==> src/rtl/sdram_port_arbiter_if.sv <==
// Bus bundle between the two requesters, the arbiter and the SDRAM controller.
// master = arbiter view, slave = requester/controller view.
interface sdram_port_arbiter_if #(
    parameter int ADDR_W = 26,
    parameter int DATA_W = 32
);
    logic              m0_req;
    logic [ADDR_W-1:0] m0_addr;
    logic [DATA_W-1:0] m0_wdata;
    logic [1:0]        m0_wlen;
    logic              m0_ack;
    logic [DATA_W-1:0] m0_rdata;

    logic              m1_req;
    logic [ADDR_W-1:0] m1_addr;
    logic [DATA_W-1:0] m1_wdata;
    logic [1:0]        m1_wlen;
    logic              m1_ack;
    logic [DATA_W-1:0] m1_rdata;

    logic [ADDR_W-1:0] mem_addr;
    logic [DATA_W-1:0] mem_wdata;
    logic [1:0]        mem_wlen;
    logic              mem_en_n;
    logic              mem_ready;
    logic [DATA_W-1:0] mem_rdata;

    modport master (
        input  m0_req, m0_addr, m0_wdata, m0_wlen,
        output m0_ack, m0_rdata,
        input  m1_req, m1_addr, m1_wdata, m1_wlen,
        output m1_ack, m1_rdata,
        output mem_addr, mem_wdata, mem_wlen, mem_en_n,
        input  mem_ready, mem_rdata
    );

    modport slave (
        output m0_req, m0_addr, m0_wdata, m0_wlen,
        input  m0_ack, m0_rdata,
        output m1_req, m1_addr, m1_wdata, m1_wlen,
        input  m1_ack, m1_rdata,
        input  mem_addr, mem_wdata, mem_wlen, mem_en_n,
        output mem_ready, mem_rdata
    );
endinterface

==> src/rtl/sdram_port_arbiter.sv <==
// Two-port arbiter in front of a single-transaction SDRAM controller, with watchdog abort.
// Define SDRAM_ARB_RR_EN for round-robin tie-breaking; otherwise port 0 has fixed priority.
module sdram_port_arbiter #(
    parameter int ADDR_W  = 26,
    parameter int DATA_W  = 32,
    parameter int TIMEOUT = 64
) (
    input  logic                 clk,
    input  logic                 rst,
    sdram_port_arbiter_if.master bus,
    output logic                 grant,
    output logic                 timeout_err
);
    localparam int WD_W = $clog2(TIMEOUT + 1);

    typedef enum logic [1:0] {IDLE, ISSUE, WAIT_DONE, RESP} state_t;

    state_t            state, next_state;
    logic [WD_W-1:0]   wd;
    logic              wd_hit;
    logic              last_grant;
    logic              any_req;
    logic              pick;
    logic [ADDR_W-1:0] addr_q;
    logic [DATA_W-1:0] wdata_q;
    logic [1:0]        wlen_q;
    logic              en_n_q;
    logic [DATA_W-1:0] rdata0_q, rdata1_q;

    assign any_req = bus.m0_req | bus.m1_req;
    assign wd_hit  = (wd == WD_W'(TIMEOUT - 1));

`ifdef SDRAM_ARB_RR_EN
    assign pick = (bus.m0_req & bus.m1_req) ? ~last_grant : bus.m1_req;
`else
    // Only consulted when some request is up, so with m0_req low m1_req is set and pick is 1.
    assign pick = ~bus.m0_req & (bus.m1_req | last_grant);
`endif

    always_ff @(posedge clk or posedge rst) begin
        if (rst) state <= IDLE;
        else     state <= next_state;
    end

    always_comb begin
        next_state = state;
        case (state)
            IDLE:      if (any_req) next_state = ISSUE;
            ISSUE:     if (wd_hit) next_state = RESP;
                       else if (!bus.mem_ready) next_state = WAIT_DONE;
            WAIT_DONE: if (wd_hit || bus.mem_ready) next_state = RESP;
            RESP:      next_state = IDLE;
            default:   next_state = IDLE;
        endcase
    end

    always_ff @(posedge clk or posedge rst) begin
        if (rst) begin
            addr_q      <= '0;
            wdata_q     <= '0;
            wlen_q      <= '0;
            en_n_q      <= 1'b1;
            rdata0_q    <= '0;
            rdata1_q    <= '0;
            grant       <= 1'b0;
            last_grant  <= 1'b1;
            timeout_err <= 1'b0;
            wd          <= '0;
        end else begin
            case (state)
                IDLE: begin
                    if (any_req) begin
                        addr_q  <= pick ? bus.m1_addr  : bus.m0_addr;
                        wdata_q <= pick ? bus.m1_wdata : bus.m0_wdata;
                        wlen_q  <= pick ? bus.m1_wlen  : bus.m0_wlen;
                        grant   <= pick;
                        en_n_q  <= 1'b0;
                        wd      <= '0;
                    end
                end
                ISSUE, WAIT_DONE: begin
                    wd <= wd + 1'b1;
                    if (wd_hit) begin
                        en_n_q      <= 1'b1;
                        timeout_err <= 1'b1;
                        if (grant) rdata1_q <= '0;
                        else       rdata0_q <= '0;
                    end else if (state == ISSUE) begin
                        if (!bus.mem_ready) en_n_q <= 1'b1;
                    end else if (bus.mem_ready && wlen_q == 2'b00) begin
                        if (grant) rdata1_q <= bus.mem_rdata;
                        else       rdata0_q <= bus.mem_rdata;
                    end
                end
                RESP: last_grant <= grant;
                default: ;
            endcase
        end
    end

    // Ack is a pure decode of the single RESP cycle, so only the granted port can see it.
    assign bus.m0_ack    = (state == RESP) && !grant;
    assign bus.m1_ack    = (state == RESP) &&  grant;
    assign bus.m0_rdata  = rdata0_q;
    assign bus.m1_rdata  = rdata1_q;
    assign bus.mem_addr  = addr_q;
    assign bus.mem_wdata = wdata_q;
    assign bus.mem_wlen  = wlen_q;
    assign bus.mem_en_n  = en_n_q;
endmodule
==> src/flat_wrapper.sv <==
// flat-port wrapper written by rule: the top's interface ports become plain ports
module sdram_port_arbiter_flat 
#(
    parameter int ADDR_W  = 26,
    parameter int DATA_W  = 32,
    parameter int TIMEOUT = 64
)
  (clk, rst, grant, timeout_err, bus_m0_req, bus_m0_addr, bus_m0_wdata, bus_m0_wlen, bus_m0_ack, bus_m0_rdata, bus_m1_req, bus_m1_addr, bus_m1_wdata, bus_m1_wlen, bus_m1_ack, bus_m1_rdata, bus_mem_addr, bus_mem_wdata, bus_mem_wlen, bus_mem_en_n, bus_mem_ready, bus_mem_rdata);
  sdram_port_arbiter_if #(.ADDR_W(ADDR_W), .DATA_W(DATA_W)) bus_i ();
  input  logic clk;
  input  logic rst;
  output logic grant;
  output logic timeout_err;
  input wire logic [$bits(bus_i.m0_req)-1:0] bus_m0_req;
  input wire logic [$bits(bus_i.m0_addr)-1:0] bus_m0_addr;
  input wire logic [$bits(bus_i.m0_wdata)-1:0] bus_m0_wdata;
  input wire logic [$bits(bus_i.m0_wlen)-1:0] bus_m0_wlen;
  output wire logic [$bits(bus_i.m0_ack)-1:0] bus_m0_ack;
  output wire logic [$bits(bus_i.m0_rdata)-1:0] bus_m0_rdata;
  input wire logic [$bits(bus_i.m1_req)-1:0] bus_m1_req;
  input wire logic [$bits(bus_i.m1_addr)-1:0] bus_m1_addr;
  input wire logic [$bits(bus_i.m1_wdata)-1:0] bus_m1_wdata;
  input wire logic [$bits(bus_i.m1_wlen)-1:0] bus_m1_wlen;
  output wire logic [$bits(bus_i.m1_ack)-1:0] bus_m1_ack;
  output wire logic [$bits(bus_i.m1_rdata)-1:0] bus_m1_rdata;
  output wire logic [$bits(bus_i.mem_addr)-1:0] bus_mem_addr;
  output wire logic [$bits(bus_i.mem_wdata)-1:0] bus_mem_wdata;
  output wire logic [$bits(bus_i.mem_wlen)-1:0] bus_mem_wlen;
  output wire logic [$bits(bus_i.mem_en_n)-1:0] bus_mem_en_n;
  input wire logic [$bits(bus_i.mem_ready)-1:0] bus_mem_ready;
  input wire logic [$bits(bus_i.mem_rdata)-1:0] bus_mem_rdata;
  assign bus_i.m0_req = bus_m0_req;
  assign bus_i.m0_addr = bus_m0_addr;
  assign bus_i.m0_wdata = bus_m0_wdata;
  assign bus_i.m0_wlen = bus_m0_wlen;
  assign bus_m0_ack = bus_i.m0_ack;
  assign bus_m0_rdata = bus_i.m0_rdata;
  assign bus_i.m1_req = bus_m1_req;
  assign bus_i.m1_addr = bus_m1_addr;
  assign bus_i.m1_wdata = bus_m1_wdata;
  assign bus_i.m1_wlen = bus_m1_wlen;
  assign bus_m1_ack = bus_i.m1_ack;
  assign bus_m1_rdata = bus_i.m1_rdata;
  assign bus_mem_addr = bus_i.mem_addr;
  assign bus_mem_wdata = bus_i.mem_wdata;
  assign bus_mem_wlen = bus_i.mem_wlen;
  assign bus_mem_en_n = bus_i.mem_en_n;
  assign bus_i.mem_ready = bus_mem_ready;
  assign bus_i.mem_rdata = bus_mem_rdata;
  sdram_port_arbiter #(.ADDR_W(ADDR_W), .DATA_W(DATA_W), .TIMEOUT(TIMEOUT)) u_core (.clk(clk), .rst(rst), .bus(bus_i), .grant(grant), .timeout_err(timeout_err));
endmodule
==> config.mk <==
export PLATFORM = sky130hd
export DESIGN_NAME = sdram_port_arbiter_flat
export DESIGN_NICKNAME = d
export VERILOG_FILES = /design/src/rtl/sdram_port_arbiter_if.sv /design/src/rtl/sdram_port_arbiter.sv /design/src/flat_wrapper.sv
export SDC_FILE = /design/constraint.sdc
export NUM_CORES = 1
export LEC_CHECK = 0
export ABC_AREA = 1
export CAP_MARGIN = 20
export CORE_MARGIN = 2
export CORE_UTILIZATION = 42
export CTS_CLUSTER_SIZE = 20
export DETAILED_ROUTE_END_ITERATION = 16
export PLACE_DENSITY = 0.84
export SLEW_MARGIN = 20
export SYNTH_ARGS = -nofsm -noshare
export SYNTH_HDL_FRONTEND = slang
export SYNTH_SLANG_ARGS = --single-unit
==> constraint.sdc <==
create_clock -name clk -period 6.4 [get_ports clk]
set_clock_uncertainty 0.05 [all_clocks]
set_input_delay 1.6 -clock clk [delete_from_list [all_inputs] [get_ports clk]]
set_output_delay 1.6 -clock clk [all_outputs]
set_load 0.02 [all_outputs]
### Word level (Yosys, flattened, before mapping)

Index checks and enable logic that the tools add are counted.

* add/sub/neg operators: 1
* eq/ne operators: 10
* multiplexer cells: 25
* bitwise operators: 5
* reduce and logical (&&, ||, !) cells: 17

Operators with widths (count)
* $mux 32: 11
* $mux 26: 1
* $pmux 7 s2: 1
* $reduce_and 4->1: 3
* $mux 2: 5
* $pmux 2 s4: 1
* $add 7x1->7 const B: 1
* $eq 7x6->1 const B: 1
* $mux 7: 1
* $ne 2x1->1 const B: 3
* $ne 3x2->1 const B: 2
* $reduce_and 2->1: 3
* $eq 2x2->1 const B: 2
* $logic_not 2->1: 2
* $mux 1: 4
* $reduce_bool 2->1: 2
* $logic_and 1x1->1: 3
* $ne 3x1->1 const B: 1
* $reduce_and 3->1: 1
* $eq 2x1->1 const B: 1
* $not 1->1: 2
* $or 1x1->1: 2
* $pmux 1 s2: 1
* $reduce_or 2->1: 1
* other kinds (3): 3

* register bits after elaboration: 137
* bits of input ports: 157
* output and inout port bits: 129
* logic and storage cells: 69

### Logic depth before layout (Yosys ltp)

* word-level depth: 5
* gate-level depth with buffers: 11

### Worst setup path after synthesis

No wires, ideal clock.

* path kind: input-to-reg
* from: in bus_m1_req
* to: reg u_core.wlen_q[1] (netlist: u_core.bus.mem_wlen[1])
* arrival time: 2.423 ns
* path slack: 3.794 ns
* cell stages on the path: 5
* cell sequence: o21ai_2 > clkinv_1 > clkbuf_1 > o21ai_0 > o22ai_1

* cells in the longest elaborated chain, start to end: 3

Ends and longest elaborated chain
* start: declaration: RTL line flat_wrapper.sv:20 `input wire logic [$bits(bus_i.m1_req)-1:0] bus_m1_req;`
* $or 1x1->1: RTL line sdram_port_arbiter.sv:37 `assign pick = ~bus.m0_req & (bus.m1_req | last_grant);`
* $and 1x1->1: RTL line sdram_port_arbiter.sv:37
* $mux 2: RTL line sdram_port_arbiter.sv:75 `wlen_q <= pick ? bus.m1_wlen : bus.m0_wlen;`
* end signal: assignment: RTL line sdram_port_arbiter.sv:75
* end: declaration: RTL line sdram_port_arbiter.sv:26 `logic [1:0] wlen_q;`

Parallel ways exist; a longest one is shown, timed or not.
A chain may end at the register's enable or synchronous reset.

### Worst setup path in the final report

* from: in bus_m1_req
* to: reg u_core.wdata_q[4] (netlist: u_core.bus.mem_wdata[4])

* cells in the longest elaborated chain, start to end: 3

Ends and longest elaborated chain
* $or 1x1->1: RTL line sdram_port_arbiter.sv:37
* $and 1x1->1: RTL line sdram_port_arbiter.sv:37
* $mux 32: RTL line sdram_port_arbiter.sv:74 `wdata_q <= pick ? bus.m1_wdata : bus.m0_wdata;`
* end signal: assignment: RTL line sdram_port_arbiter.sv:74
* end: declaration: RTL line sdram_port_arbiter.sv:25 `logic [DATA_W-1:0] wdata_q;`

Parallel ways exist; a longest one is shown, timed or not.

==> impl_results.md <==
* Initial core utilization at 0.431
* Post CTS Setup Buffer Count at 0
* Worst slack, placed at 2.34 ns
* Hold Crit Endpoint: u_core.timeout_err
* Reg power frac at 0.303
* GR Util All Layers at 0.263
* Compound-cell area share of the yosys netlist at 0.114
* Hold Fails Final Rpt at 0
* Largest delay contributor family on the critical path: buffers and inverters
* Net switching power at 1960 uW
* VDD IR-drop max at 0.296 mV
* Leak at 0.00463 uW
* Pin count of the biggest net entering global routing at 94
* Clock latency on the worst-skew pair at 0.42 ns
* Post-layout min period at 3.71 ns
* Antenna violations before repair at 0
* Fraction of registers with async set/reset at 1.00
* PwrDens at 499 nW/um^2
* Worst r2r dst: u_core.bus.m0_rdata[27]
* TritonCTS clock tree: done
* Worst Hold Class: reg -> reg
* Critical path launch point type: input port
* Adder-Cell Fraction of Synth Area at 0.0120
* Total number of vias at 6392
* Critical path cell sequence: clkdlybuf4s50_1, o21ai_4, buf_4, inv_1, buf_4, o21ai_0, o21ai_0
* Post-DP HPWL at 14.3 mm
* Power, Total at 4950 uW
* Post-synthesis net count at 943
* Synthesized flop and latch total at 137
* Number of diodes at 0
* Finished Layout Cells at 1243
* Die Area at 15900 um^2
* Slowest stage cell, crit path: clkdlybuf4s50_1
* Post-route antenna net violation count at 0
* Switching part of the total at 0.396
* Die W at 126 um
* Final #Nets at 1210
* Logic pwr share at 0.470
* Commonest cells after routing, fill and taps aside: clkdlybuf4s50_1 (285), nand2_1 (219), dfrtp_1 (135)
* CP max FO at 61
* Placed Area at 9200 um^2
* RSZ-0062 raised after global routing: false
* PortBufs at 285
* Number of cells on the worst reg-to-reg path at 8
* Max clock buf depth at 2
* Vias/cell at 5.14
* R2r setup slk at 3.48 ns
* Final worst setup slack at 2.69 ns
* Clock power frac at 0.227
* Synth Area in Simple Gates at 0.255
* Syn Std Cell Area at 6270 um^2
* Synth Flop Type: dfrtp_1
* Synth Warn # at 0
* Die height at 126 um
* Setup TNS at 0 ns
* Worst Max-Slew Pin Slew at 1.05 ns
* Area Growth Syn to Fin at 58.1%
* Fillers at 1168
* Site row count at 44
* Final wirelength at 21.0 mm
* Global-route wire length before repair at 32.7 mm
* Hold Startpoint: u_core.timeout_err
* Max Cap Viol at 0
* Highest Clock Rate at 0.269 GHz
* Setup crit end kind: flop
* Core area at 14500 um^2
* Critical Path AT at 3.97 ns
* Gr ovfl total at 0
* RR Startpoint: u_core.wd[0]
* Io pins at 286
* H-tree Lvls at 4
* Setup CP Type: in -> reg
* Post-synthesis xor/xnor area fraction at 0.00140
* Post-Place Cells at 1210
* Internal power at 2980 uW
* CTS Buf Count at 17
* Number of synthesized flops with an enable pin at 0
* Syn Inst Count at 780
* CTS root buffer: clkbuf_16
* Netlist cell types at 26
* Buf/Inv on CP at 4
* Slew HR at 0.299
* Design area at 9910 um^2
* Largest family of logic cells by synthesized area: simple AND/OR/NAND/NOR gates
* Final number of setup-violating endpoints at 0
* Vias in the first global route at 6356
* Max Slew Vio Count at 0
* Critical Path RT at 6.66 ns
* Status: complete, no violations
* Initial drt markers at 480
* Commonest non-fill, non-tap cell in the layout: clkdlybuf4s50_1
* Clk sink count at 137
* Post-DR wirelength/cell at 16.9 um
* # DRC at 0
* Post-CTS sizing at 0
* Syn_area_per_cell at 8.03 um^2
* CP max stage delay at 0.60 ns
* Sequential share of the synthesized area at 0.548
* TritonRoute pass-1 iters at 5
* Multiplexer area fraction after synthesis at 0
* Layout cells sized above 1 at 0.0491
* Hold Crit Depth at 2
* Global placer's final weighted congestion at 0.873
* Worst-path clk slew at 0.06 ns
* Hold_buf cts at 0
* Period utilization at 0.580
==> how the worst max path moves through the flow <==
stage,from,endpoint,cells after the start
floorplan,rst,u_core.bus.m0_rdata[0],1
global placement,bus_m1_req,u_core.bus.mem_addr[12],7
detailed placement,bus_m1_req,u_core.bus.mem_addr[12],7
CTS,bus_m1_req,u_core.bus.mem_wdata[4],7
global route,bus_m1_req,u_core.bus.mem_wdata[4],7
finish,bus_m1_req,u_core.bus.mem_wdata[4],7
==> sequential cells by signal, indices dropped and copies added, names as in the netlist <==
| name | count |
|---|---|
| u_core.bus.m1_rdata | 32 |
| u_core.bus.mem_wdata | 32 |
| u_core.wd | 7 |
| u_core.bus.m0_rdata | 32 |
| u_core.state | 2 |
| u_core.timeout_err | 1 |
| u_core.bus.mem_wlen | 2 |
| u_core.last_grant | 1 |
| u_core.bus.mem_addr | 26 |
| u_core.grant | 1 |
| u_core.bus.mem_en_n | 1 |
==> metal layers <==
layer / up-vias / GRT usage / routed length, um
met5: - / 0 / 0
met4: 0 / 0.140 / 993
met3: 55 / 0.0820 / 1850
met2: 315 / 0.429 / 10300
met1: 2992 / 0.311 / 7910
li1: 3030 / - / -
==> power groups by stage <==
stage / combinational (uW) / sequential, uW / clock, uW
global route: 2490 / 1540 / 1170
detailed placement: 2320 / 1500 / 0
CTS: 2340 / 1500 / 1140
global placement: 2270 / 1490 / 0
finish: 2320 / 1500 / 1120
floorplan: 781 / 1920 / 0
==> worst min-delay path: cells and delay by family, from the launching register on <==
kind | cells | cell delay (ns)
simple gates | 1 | 0.05
flops | 1 | 0.34
buf+inv | 1 | 0.04
==> layout make-up <==
cell class	instances	area [um^2]	area share
flip-flops and latches	137	3430	0.346
repair buffers	294	2940	0.296
multi-input cells	540	2420	0.244
clock buffers	19	453	0.0457
well taps	184	230	0.0232
clock inverters	12	221	0.0224
inverters	57	219	0.0221
==> metrics by stage <==
step                hold slack [ns]   util
floorplan                     0.400      -
global route                  0.435  0.682
CTS                           0.422  0.680
finish                        0.418  0.682
detailed placement            0.408  0.633
global placement              0.396  0.633
==> cell usage after synthesis (6+ instances only) <==
library cell / count / share of area
inv_1: 54 / 0.032
o21ai_0: 113 / 0.090
ha_1: 6 / 0.012
nor2_1: 97 / 0.058
dfrtp_1: 135 / 0.54
nand3_1: 70 / 0.056
nand2_1: 219 / 0.13
clkbuf_1: 27 / 0.016
a21oi_1: 17 / 0.014
buf_2: 13 / 0.010
==> cells by family after synthesis <==
kind of cell / Yosys count
AND/OR/NAND/NOR: 395
AO/OA/AOI/OAI: 138
flip-flops: 137
buffers and inverters: 103
adder cells (fa/ha/maj): 6
XOR/XNOR: 1
(Power assumes the default switching activity.)
==> edit (same flow settings) <==
The 4 states of `state_t` get a one-hot encoding in 4 bits.
--- a/src/rtl/sdram_port_arbiter.sv
+++ b/src/rtl/sdram_port_arbiter.sv
@@ -14,5 +14,5 @@
     localparam int WD_W = $clog2(TIMEOUT + 1);
 
-    typedef enum logic [1:0] {IDLE, ISSUE, WAIT_DONE, RESP} state_t;
+    typedef enum logic [3:0] {IDLE = 4'b0001, ISSUE = 4'b0010, WAIT_DONE = 4'b0100, RESP = 4'b1000} state_t;
 
     state_t            state, next_state;
Formal check against the unedited RTL: same outputs for any inputs over 4 cycles, from zero or initial values and one cycle with rst high; so few cycles prove little.
==> edit against the original RTL <==
Power shrank 2.9%; global-route usage shrank 3.1 points; cell area grew 3.7%; synthesized area grew 7.1%; sequential share of layout area shrank 0.72 points; final cell count grew 12%; count of clock-buffer cells in the layout grew 1; setup slack gained 68 ps; sequential cell count grew 2; register-to-register slack lost 210 ps; wire length shrank 6.5%; clock power shrank 4%; critical endpoint is now bus_m1_ack.
==> edit: results (changes against the original RTL) <==
- The flow ran to the end, and the final reports show no timing, DRC or antenna violations.
- Total half-perimeter wirelength after legalization and detailed placement: 13.92 mm (-2.9%)
* Layout inverter count without the clock tree: 109 (+91%)
- Routability congestion estimate: 0.8137 (-6.8%)
- The number of multi-input combinational cells in the layout is 604 (+12%).
* Global routing met1 resource utilization: 28.40% (-2.7 points)
- Final routed wire length divided by cell count: 14.15 µm (-16%)
- The post-placement cell area came to 9619 µm² (+4.5%).
- The via count of the first global-routing pass is 6296 (-0.94%).
- The share of post-route cells with drive strength above 1 was 4.774% (-0.14 points).
- Post-detailed-route via-to-cell ratio: 4.746 (-7.7%)
* Maximum number of pins on one net before global-route repair: 122 (+30%)
- Met2 GRT Util: 39.88% (-3.0 points)
- Distinct cells, synth: 29 (+12%)
* Most common library cells after synthesis: 395 x nand2_1, 136 x dfrtp_1, 103 x inv_1
* WL met1: 8.000 mm (+1.2%)
* Clock sinks: 139 (+1.5%)
- Clock tree cell share of total cell area: 6.335% (-0.47 points)
* Peak ir drop on the vdd network: 0.2224 mV (-25%)
* Data arrival time of the worst path: 2000 ps (-1970 ps)
- Leakage: 5.306 nW (+15%)
* Max FO, Critical Path: 4 (-93%)
- Register area share after synthesis: 51.90% (-2.9 points)
- The fraction of area in multi-input gates is 25.02% (+0.62 points).
- NumNets Final: 1318 (+8.9%)
* GR Layer Usage met3: 6.433% (-1.8 points)
* Final-layout non-clock buffer area share: 28.07% (-1.6 points)
- The wire length of the first global-routing pass was 30.71 mm (-6.2%).
- The DRC violation total after the first TritonRoute iteration is 387 (-19%).
- Met3 Routed Length: 1.527 mm (-17%)
- The register area was 3482 µm² (+1.5%).
* Fill cells: 1312 (+12%)
* Synth top area cells: dfrtp_1 51%, nand2_1 22%, inv_1 5.8%
* Plain + repair buffers: 289 (-1.7%)
- Slew at the pin closest to its max-slew limit: 1042 ps (-8.936 ps)
## edit: changes by cell type after synthesis, sizes merged, moves of 2 or more
cell    delta
nand2    +178
buf       +18
ha         -5
nand3      +6
o21ai     -49
clkbuf    -18
nor2      -50
o211ai     +2
xor2       +2
nand4      -2
inv       +52
a21oi     -15
## edit: cells by family after synthesis
family	synth area share, %
AO/OA/AOI/OAI	5.875
XOR/XNOR	0.2611
adder cells (fa/ha/maj)	0.1865
buffers and inverters	10.03
flip-flops	51.90
AND/OR/NAND/NOR	31.74
## edit: worst paths after layout
check                                     from                      end  slack, ps  cells past startpoint
setup reg to reg                  u_core.wd[0]  u_core.bus.m0_rdata[12]       3270                      8
hold / removal             u_core.bus.mem_en_n      u_core.bus.mem_en_n        410                      2
max in group asynchronous                  rst      u_core.bus.mem_en_n       3460                      3
setup / recovery               u_core.state[1]               bus_m1_ack       2750                      4
min in group asynchronous                  rst   u_core.bus.mem_addr[2]       1700                      2
hold reg to reg            u_core.bus.mem_en_n      u_core.bus.mem_en_n        410                      2
## edit: power breakdown
group          switching (mW)  internal, mW  total (mW)
logic                    1.28         0.939        2.22
clock network           0.372         0.710        1.08
registers               0.234          1.27        1.50
total                    1.88          2.92        4.80
## edit: critical path, cell delays in order (launching register included)
cell             delay [ps]
dfrtp_1                 410
nor2_1                  170
nand3_1                 180
nor2_1                  140
clkdlybuf4s50_1         690
## edit: through the flow
step	hold WS [ps]	setup WS, ps	util, %	cells	total power, mW
after floorplan	418.1	1030	-	898	2.689
after global routing	444.8	2634	65.12	1389	5.096
after CTS	415.8	2748	65.12	1389	4.835
final	413.6	2754	65.12	1389	4.802
after detailed placement	401.1	2470	61.00	1357	3.733
after global placement	398.0	2590	61.00	1357	3.687
